===== config.mk =====
export PLATFORM = sky130hd
export DESIGN_NAME = prime_uart_tx
export DESIGN_NICKNAME = d
export VERILOG_FILES = /design/src/rtl/prime_uart_tx.sv
export SDC_FILE = /design/constraint.sdc
export NUM_CORES = 1
export LEC_CHECK = 0
export ABC_CLOCK_PERIOD_IN_PS = 3300
export CAP_MARGIN = 20
export CORE_MARGIN = 1.5
export CORE_UTILIZATION = 64
export CTS_CLUSTER_DIAMETER = 120
export DETAILED_ROUTE_END_ITERATION = 7
export DONT_BUFFER_PORTS = 1
export PLACE_DENSITY = 0.8
export SYNTH_ARGS = -nofsm -noshare
export SYNTH_HDL_FRONTEND = slang
export SYNTH_SLANG_ARGS = --single-unit

===== constraint.sdc =====
create_clock -name clk -period 3.3 [get_ports clk]
set_clock_uncertainty 0.15 [all_clocks]
set_input_delay 0.495 -clock clk [delete_from_list [all_inputs] [get_ports clk]]
set_output_delay 0.495 -clock clk [all_outputs]
set_load 0.03 [all_outputs]

===== src/rtl/prime_uart_tx.sv =====
// rtl/prime_uart_tx.sv - decimal UART printer for primogen results
//
// Purpose: accepts one unsigned value per go/ready handshake, converts it to
// BCD with an iterative double-dabble (one shift per clock), then sends the
// significant digits MSB-first as ASCII followed by CR LF on a UART line.
// Frames are back-to-back: start bit, 8 data bits LSB-first, stop bit.
//
// Build option: define PRIME_UART_PARITY_EN for 8E1 frames, which insert an
// even-parity bit between data bit 7 and the stop bit. Without it, frames are 8N1.
//
// Parameters:
//   WIDTH_LOG    value width W = 1 << WIDTH_LOG
//   DIGITS       BCD digit count, 10^DIGITS > 2^W
//   CLKS_PER_BIT clocks per UART bit, >= 2
//
// Ports:
//   clk    system clock, rising edge
//   rst    asynchronous active-low reset
//   go     print request, honoured only while ready = 1
//   val    value to print, sampled on the accepting edge
//   ready  1 = idle and able to accept go
//   tx     UART line, idle high

module prime_uart_tx #(
  parameter int WIDTH_LOG    = 4,
  parameter int DIGITS       = 5,
  parameter int CLKS_PER_BIT = 104
) (
  input  logic                        clk,
  input  logic                        rst,
  input  logic                        go,
  input  logic [(1<<WIDTH_LOG)-1:0]   val,
  output logic                        ready,
  output logic                        tx
);

  localparam int W      = 1 << WIDTH_LOG;
  localparam int BCD_W  = 4 * DIGITS;
  localparam int CONV_W = $clog2(W + 1);
  localparam int BAUD_W = $clog2(CLKS_PER_BIT);
  localparam int SEL_W  = $clog2(DIGITS + 2);
  localparam int BIT_W  = 4;
`ifdef PRIME_UART_PARITY_EN
  localparam int FRAME_BITS = 11;
`else
  localparam int FRAME_BITS = 10;
`endif

  typedef enum logic [1:0] {IDLE, CONV, SEND, DONE} state_t;

  state_t                  state;
  state_t                  state_next;

  logic [W-1:0]            bin;
  logic [BCD_W-1:0]        bcd;
  logic [BCD_W-1:0]        bcd_adj;
  logic [BCD_W-1:0]        bcd_step;
  logic [CONV_W-1:0]       conv_cnt;
  logic [BAUD_W-1:0]       baud_cnt;
  logic [BIT_W-1:0]        bit_cnt;
  // Byte selector: 0..DIGITS-1 picks a BCD nibble, DIGITS is CR, DIGITS+1 is LF.
  logic [SEL_W-1:0]        sel;
  logic [SEL_W-1:0]        first_sel;
  logic [SEL_W-1:0]        sel_adv;
  logic [3:0]              nib;
  logic [7:0]              tx_byte;
  logic [FRAME_BITS-1:0]   frame;
  logic                    conv_done;
  logic                    baud_end;
  logic                    bit_last;
  logic                    last_byte;

  // Conversion runs W shift cycles; the extra cycle with conv_cnt == W picks
  // the first digit from the settled BCD value, which puts the start bit
  // exactly W+1 cycles after the accept edge.
  assign conv_done = (conv_cnt == CONV_W'(W));
  assign baud_end  = (baud_cnt == BAUD_W'(CLKS_PER_BIT - 1));
  assign bit_last  = (bit_cnt == BIT_W'(FRAME_BITS - 1));
  assign last_byte = (sel == SEL_W'(DIGITS + 1));

  always_comb begin
    bcd_adj = bcd;
    for (int i = 0; i < DIGITS; i++) begin
      if (bcd[4*i +: 4] >= 4'd5) begin
        bcd_adj[4*i +: 4] = bcd[4*i +: 4] + 4'd3;
      end
    end
    bcd_step = (bcd_adj << 1) | BCD_W'(bin[W-1]);
  end

  // The highest nonzero nibble wins; an all-zero value leaves nibble 0 so "0" prints.
  always_comb begin
    first_sel = '0;
    for (int i = 0; i < DIGITS; i++) begin
      if (bcd[4*i +: 4] != 4'd0) begin
        first_sel = SEL_W'(i);
      end
    end
  end

  // Digits count down toward nibble 0, then jump to CR and step to LF.
  always_comb begin
    if (sel == '0) begin
      sel_adv = SEL_W'(DIGITS);
    end else if (sel < SEL_W'(DIGITS)) begin
      sel_adv = sel - SEL_W'(1);
    end else begin
      sel_adv = sel + SEL_W'(1);
    end
  end

  always_comb begin
    nib = '0;
    for (int i = 0; i < DIGITS; i++) begin
      if (sel == SEL_W'(i)) begin
        nib = bcd[4*i +: 4];
      end
    end
    if (sel == SEL_W'(DIGITS)) begin
      tx_byte = 8'h0D;
    end else if (sel == SEL_W'(DIGITS + 1)) begin
      tx_byte = 8'h0A;
    end else begin
      tx_byte = {4'h3, nib};
    end
`ifdef PRIME_UART_PARITY_EN
    frame = {1'b1, ^tx_byte, tx_byte, 1'b0};
`else
    frame = {1'b1, tx_byte, 1'b0};
`endif
  end

  always_ff @(posedge clk or negedge rst) begin
    if (!rst) begin
      state <= IDLE;
    end else begin
      state <= state_next;
    end
  end

  // ready and tx decode straight from state so reset forces both at once.
  always_comb begin
    state_next = state;
    ready      = 1'b0;
    tx         = 1'b1;
    case (state)
      IDLE: begin
        ready = 1'b1;
        if (go) begin
          state_next = CONV;
        end
      end
      CONV: begin
        if (conv_done) begin
          state_next = SEND;
        end
      end
      SEND: begin
        tx = frame[bit_cnt];
        if (baud_end && bit_last && last_byte) begin
          state_next = DONE;
        end
      end
      DONE: begin
        state_next = IDLE;
      end
      default: begin
        state_next = IDLE;
      end
    endcase
  end

  always_ff @(posedge clk or negedge rst) begin
    if (!rst) begin
      bin      <= '0;
      bcd      <= '0;
      conv_cnt <= '0;
      baud_cnt <= '0;
      bit_cnt  <= '0;
      sel      <= '0;
    end else begin
      case (state)
        IDLE: begin
          if (go) begin
            bin      <= val;
            bcd      <= '0;
            conv_cnt <= '0;
          end
        end
        CONV: begin
          if (conv_done) begin
            sel      <= first_sel;
            baud_cnt <= '0;
            bit_cnt  <= '0;
          end else begin
            bcd      <= bcd_step;
            bin      <= bin << 1;
            conv_cnt <= conv_cnt + CONV_W'(1);
          end
        end
        SEND: begin
          if (baud_end) begin
            baud_cnt <= '0;
            if (bit_last) begin
              bit_cnt <= '0;
              sel     <= sel_adv;
            end else begin
              bit_cnt <= bit_cnt + BIT_W'(1);
            end
          end else begin
            baud_cnt <= baud_cnt + BAUD_W'(1);
          end
        end
        default: begin
        end
      endcase
    end
  end

endmodule

==> results of run 1 <==
==> registers in the layout, summed over array words and instances, names as in the netlist <==
register,flops
sel,3
conv_cnt,5
bcd,20
bit_cnt,4
state,2
baud_cnt,7
bin,16
==> worst max-delay path, cell delays in order, from the launching register on <==
cell	delay, ns
dfrtp_1	0.45
inv_1	0.16
ha_2	0.35
a21oi_1	0.11
a221oi_1	0.34
o221ai_1	0.16
a221oi_1	0.25
or3_1	0.33
==> worst min path at each step <==
stage | from | endpoint | slack (ns) | cells after the start
after global placement | rst | bcd[9] | 0.05 | 0
after global routing | val[0] | bin[0] | 0.15 | 1
final | val[0] | bin[0] | 0.14 | 1
after detailed placement | rst | bit_cnt[3] | 0.05 | 0
after floorplan | rst | baud_cnt[0] | 0.05 | 0
after CTS | val[0] | bin[0] | 0.15 | 1
==> metal layers <==
| metal | share of wire [%] | global-route usage, % | vias up |
|---|---|---|---|
| met5 | 0 | 0 | - |
| met4 | 1.5 | 11.96 | 0 |
| met3 | 4.3 | 5.349 | 13 |
| met2 | 48 | 45.04 | 50 |
| met1 | 46 | 35.81 | 1397 |
| li1 | - | - | 1443 |
==> power groups by stage <==
stage / registers [mW] / clock network (mW) / logic, mW
floorplan: 0.712 / 0 / 0.00492
global placement: 0.712 / 0 / 0.00551
detailed placement: 0.712 / 0 / 0.00561
CTS: 0.698 / 0.760 / 0.0251
global route: 0.698 / 0.791 / 0.0282
finish: 0.698 / 0.753 / 0.0238
==> what timing repair did <==
item                                    4_1_cts  5_1_grt
endpoints found under the setup margin        0        1
hold buffers                                  2        0
hold endpoints to repair                     57        0
gates resized for setup                       0        5
==> cell usage after synthesis, types with 5 or more instances <==
master     n
clkbuf_1   5
nor2b_1    6
mux2i_1   17
nand2_1   45
buf_2      9
a21oi_1   23
o211ai_1   5
ha_1      24
nor2_1    17
o31ai_1    7
o21ai_1   30
o21ai_0   28
xnor2_1    5
nor3b_1    5
buf_6      5
nor3_1     6
nand3_1   22
nand4_1    5
nand2b_1   7
dfrtp_1   57
inv_1     25
==> placed cells by master (no fill, tap or decap), drive strengths merged, types with 3 or more instances in the layout <==
master  count
a21oi      23
nand3      23
o21ai      59
xnor2       5
xor2        4
nor3b       6
or2         4
nand4       5
a22oi       3
nand2      46
nor2b       6
dfrtp      57
nor2       18
nand2b      7
a22o        4
ha         24
o211ai      5
mux2i      17
buf         5
o31ai       7
clkbuf     10
nor3        6
a221oi      3
a21o        3
inv        26
==> through the flow <==
step / total power [mW] / setup WS, ns / instance area [sq um] / std cells / utilization [%]
after floorplan: 0.7168 / 0.5275 / 3637 / 406 / -
after global placement: 0.7173 / 0.4654 / 3633 / 462 / 65.99
after global routing: 1.517 / 0.04070 / 3919 / 480 / 71.17
after detailed placement: 0.7174 / 0.4050 / 3633 / 462 / 65.99
final: 1.475 / 0.1628 / 3919 / 480 / 71.17
after CTS: 1.483 / 0.03563 / 3899 / 480 / 70.80
==> cells by family (layout without fill, tap and decap cells) <==
| family | after synthesis | count (layout) | synth area share [%] |
|---|---|---|---|
| AO/OA/AOI/OAI | 121 | 121 | 20.71 |
| multiplexers | 19 | 19 | 5.297 |
| flip-flops | 57 | 57 | 39.22 |
| adder cells (fa/ha/maj) | 24 | 24 | 8.256 |
| XOR/XNOR | 9 | 9 | 2.167 |
| AND/OR/NAND/NOR | 131 | 131 | 18.37 |
| buffers and inverters | 45 | 47 | 5.985 |
==> cell type report <==
type	count	area (sq um)
Clock buffer	10	137.6
Clock inverter	6	90.09
Fill cell	435	1588
Inverter	25	93.84
Multi-Input combinational cell	304	2013
Sequential cell	57	1426
Tap cell	72	90.09
Timing Repair Buffer	6	67.56
==> results.yml, run 1 <==
floorplanning:
  ios: 21
  die_h_um: 78.39
  start_util_pct: 66.05
  core-area_sq_um: 5507
  rows: 27
  design.die.area_sq_um: 6144
  dieWidth_um: 78.39
sta:
  fmaxAchievable_mhz: 318.8
  timing.slew.headroom_pct: 45.83
  hold_violation_count_in_the_final_report: 0
  setup_viol: 0
  timing_worst_slew_pin_value_ns: 0.8125
  fin_tns_setup_ns: 0
  finalCriticalPeriod_ns: 3.137
  final.period_utilization_pct: 95.07
  slew_violations: 0
  worst_hold_slack_ns: 0.1436
  rsz0062_at_grt: "false"
routing:
  drc: 0
  vias_per_cell: 6.048
  vias: 2903
  first_iter_violations: 242
  wire_length_per_cell_um: 15.97
  drt_pass1_iterations: 4
  detail_route.wirelength_um: 7664
  remaining_antenna_violation_count_after_routing: 0
power_and_ir_drop:
  power.share.sequential_pct: 47.3
  p_clk_share_pct: 51.1
  p_leak_nw: 1.686
  sw_frac_of_total_pct: 21.82
  net-switching-power_uw: 322.0
  cellPowerDensity_nw_per_um2: 376.5
  combPwrFrac_pct: 1.6
  irDropWorstVdd_mv: 0.4013
  internal_power_mw: 1.153
cts:
  cts.path.max_buffers: 2
  tritoncts: "done"
  htree_levels: 3
  clk-insertion-delay-late_ns: 0.35
  numCtsBuffers: 9
  clkTransAtPathRegs_ns: 0.07
  clock-root-buffer: "clkbuf_8"
  clock_sinks: 57
  postcts_setup_bufs: 0
synthesis:
  ys_ff_latch: 57
  seq_area_frac_synth_pct: 39.22
  synth.top_cells.by_area: "dfrtp_1, ha_1, mux2i_1"
  synth.largest_area_cell: "dfrtp_1"
  net_count_of_the_mapped_netlist: 449
  ys_dominant_reg_cell: "dfrtp_1"
  netlist_instances: 406
  synth_async_sr_flop_share_pct: 100.0
  edff_count_synth: 0
  synthDominantCellAreaShare_pct: 39.22
  ys_warn_count: 0
  synthesis.area_sq_um: 3637
  postSynthAreaPerCell_sq_um: 8.959
  synthDistinctLibCells: 56
worst_setup_path:
  cp_max_fo: 13
  rrSetupSlack_ns: 0.72
  timing.critical_path.to_type: "output pin"
  start_kind: "flop"
  critPathRequiredTime_ns: 2.65
  critPathCapture: "tx"
  worstReg2RegEnd: "conv_cnt[0]"
  crit_type: "flop to output pin"
  crit_start: "sel[1]"
  critical_path_arrival_ns: 2.49
  reg2reg_from: "state[0]"
  worst-r2r-cell-count: 8
place:
  portBuffers: 0
  finalWeightedCongestion: 0.8936
  detailed_place_hpwl_um: 5223
cells_and_area:
  area.growth.synth_to_final_pct: 7.740
  fin_nets: 446
  diodes: 0
  drive_above_1_share_pct: 9.069
worst_hold_path:
  hp-class: "input port to flop"
flow_run:
  maxCapViolations: 0
global_route:
  grt_util_all_layers_pct: 27.59
  grt_pass1_wl_um: 13190
  antenna_found_initial: 0
  grt_start_max_net_pins: 58
  grt_pass1_vias: 2903
  global_route.overflow_total: 0
status:
  status: "completed"
Note: power is estimated with default switching activity, not from simulation.
==> run 2: changes to the inputs <==
Settings changed: SLEW_MARGIN set to 20.
==> results of run 2 <==
The final DEF is identical to that of run 1; final timing and power are the same.
==> run 3: changes to the inputs <==
Settings changed: ABC_CLOCK_PERIOD_IN_PS 3300 to 2800, CORE_UTILIZATION 64 to 58, PLACE_DENSITY 0.8 to 0.76, SKIP_CTS_REPAIR_TIMING set to 1.
Clock period 3.3 ns to 2.8 ns, I/O delays scaled along.
==> run 3 against run 2 <==
  * The run now ends with setup timing left
  * Setup slack worse by 0.30 ns
  * Flip-flop and latch count unchanged
  * Count of clock-buffer cells in the layout grew 1
  * Critical path depth increased by 1
  * Core utilization is 3.0 points lower
  * Register-to-register slack got worse by 0.23 ns
  * Routed wire length up 4.7%
  * Final cell count increased by 4.0%
  * Via count grew 4.4%
  * Non-clock buffer count rose by 16
  * Final area grew 4.3%
  * Sequential power up 18%
  * Largest power group is now registers
  * Highest routed layer unchanged
==> results.yml, run 3 (same netlist as run 1, synthesis figures left out) <==
status:
  status: "finished with violations"
  failed_checks: "setup timing"
floorplanning:
  start_util_pct: 60.71
  core-area_sq_um: 5991
  design.die.area_sq_um: 6755
  rows: 28
  dieWidth_um: 82.19
  ios: 21
  die_h_um: 82.19
worst_setup_path:
  path_delay_family: "simple AND/OR/NAND/NOR gates"
  timing.critical_path.to_type: "output pin"
  cp_max_fo: 7
  crit_type: "flop to output pin"
  start_kind: "flop"
  critPathRequiredTime_ns: 2.23
  path_buf_inv: 2
  timing.critical_path.cells: "clkinvlp_4, ha_4, buf_6, nand3_1, o211ai_1, o221ai_1, a221oi_1, or3_4"
  critical_path_arrival_ns: 2.37
  crit_path_max_incr_delay_ns: 0.45
  crit_slowest_cell: "or3_4"
global_route:
  antenna_found_initial: 0
  grt_pass1_vias: 2673
  grt_util_all_layers_pct: 23.85
  global_route.overflow_total: 0
  grt_start_max_net_pins: 58
  grt_pass1_wl_um: 12120
power_and_ir_drop:
  sw_frac_of_total_pct: 24.03
  internal_power_mw: 1.173
  p_clk_share_pct: 44.9
  combPwrFrac_pct: 1.8
  power.share.sequential_pct: 53.3
  net-switching-power_uw: 371.1
  irDropWorstVdd_mv: 0.3910
  p_leak_nw: 1.749
  cellPowerDensity_nw_per_um2: 378.0
place:
  finalWeightedCongestion: 0.8142
  portBuffers: 0
  place_inst: 471
  pre_cts_setup_slack_ns: 0.1106
  detailed_place_hpwl_um: 5211
sta:
  timing.final.ws_setup_ns: -0.1385
  timing.slew.headroom_pct: 43.10
  fmaxAchievable_mhz: 340.3
  rsz0062_at_grt: "true"
  setup_viol: 1
  finalCriticalPeriod_ns: 2.938
  final.period_utilization_pct: 104.9
  hold_violation_count_in_the_final_report: 0
  slew_violations: 0
  timing_worst_slew_pin_value_ns: 0.8535
cts:
  clk-insertion-delay-late_ns: 0.35
  clkTransAtPathRegs_ns: 0.07
  htree_levels: 3
  clock-root-buffer: "clkbuf_8"
  clock_sinks: 57
  cts.path.max_buffers: 2
  tritoncts: "done"
  numCtsBuffers: 9
routing:
  vias: 3031
  vias_per_cell: 6.074
  drc: 0
  remaining_antenna_violation_count_after_routing: 0
  first_iter_violations: 227
  wire_length_per_cell_um: 16.08
  detail_route.wirelength_um: 8024
  drt_pass1_iterations: 5
cells_and_area:
  largest-register: "bcd"
  area.growth.synth_to_final_pct: 12.35
  layout_common_cells: "dfrtp_1, nand2_1, o21ai_1"
  final_cell_count_no_fill: 499
  largest_registers: "bcd: 20 flops, bin: 16 flops, baud_cnt: 7 flops"
  mostFrequentLayoutCell: "dfrtp_1"
  drive_above_1_share_pct: 15.80
  largest_register_ffs: 20
  fin_nets: 462
  fin_util_pct: 68.21
  diodes: 0
flow_run:
  maxCapViolations: 0
worst_hold_path:
  hp-class: "input port to flop"
==> run 3: cell count changes in the layout (fill, tap and decap cells not counted), moves of 3 or more <==
cell,before,now
buf_4,4,18
ha_2,3,0
o21ai_2,1,4
ha_4,1,5
==> run 3: final timing paths <==
path / start / end / slack [ns] / depth (start not counted)
worst max-delay path: sel[0] / tx / -0.14 / 8
worst min-delay path: val[0] / bin[0] / 0.05 / 1
max in group asynchronous: rst / sel[1] / 1.77 / 2
worst min register to register: bin[15] / bcd[0] / 0.33 / 2
worst max register to register: state[0] / bcd[18] / 0.49 / 6
min in group asynchronous: rst / bcd[8] / 0.46 / 2
==> run 3: power by group through the flow <==
stage               Clock (mW)  Combinational, mW  Sequential (mW)
global route             0.726             0.0325            0.823
finish                   0.693             0.0279            0.823
global placement             0            0.00643            0.839
CTS                      0.697            0.00653            0.823
detailed placement           0            0.00652            0.839
floorplan                    0            0.00580            0.839
==> run 3: area by class of cell <==
class	count	area, sq um
sequential	57	1429
clock inverter	5	31.28
tap	75	93.84
fill	464	1904
inverter	25	97.59
clock buffer	11	141.4
multi-input combinational	304	2098
timing repair buffer	22	195.2
==> run 3: worst register-to-register path, delay by kind of cell, from the launching register on <==
family,cells,cell delay [ns]
buffers and inverters,1,0.12
flip-flops,1,0.38
adder cells (fa/ha/maj),1,0.24
AO/OA/AOI/OAI,1,0.12
AND/OR/NAND/NOR,3,1.22
==> run 3: routing by layer <==
layer	vias up	wire length (um)	global-route usage (%)	share of wire, %
met2	85	3841	40.73	48
met3	18	405	5.604	5.0
met4	0	200	8.644	2.5
met5	-	0	0	0
li1	1472	-	-	-
met1	1456	3577	29.24	45
==> run 3: through the flow <==
step | power [mW] | hold slack (ns) | TNS, ns | instance area [sq um]
finish | 1.545 | 0.05315 | -0.1385 | 4086
global route | 1.581 | 0.06763 | -0.1849 | 4086
CTS | 1.527 | -0.4005 | -0.2701 | 3855
detailed placement | 0.8455 | -0.02380 | 0 | 3682
global placement | 0.8454 | -0.02415 | 0 | 3682
floorplan | 0.8448 | -0.02559 | 0 | 3637
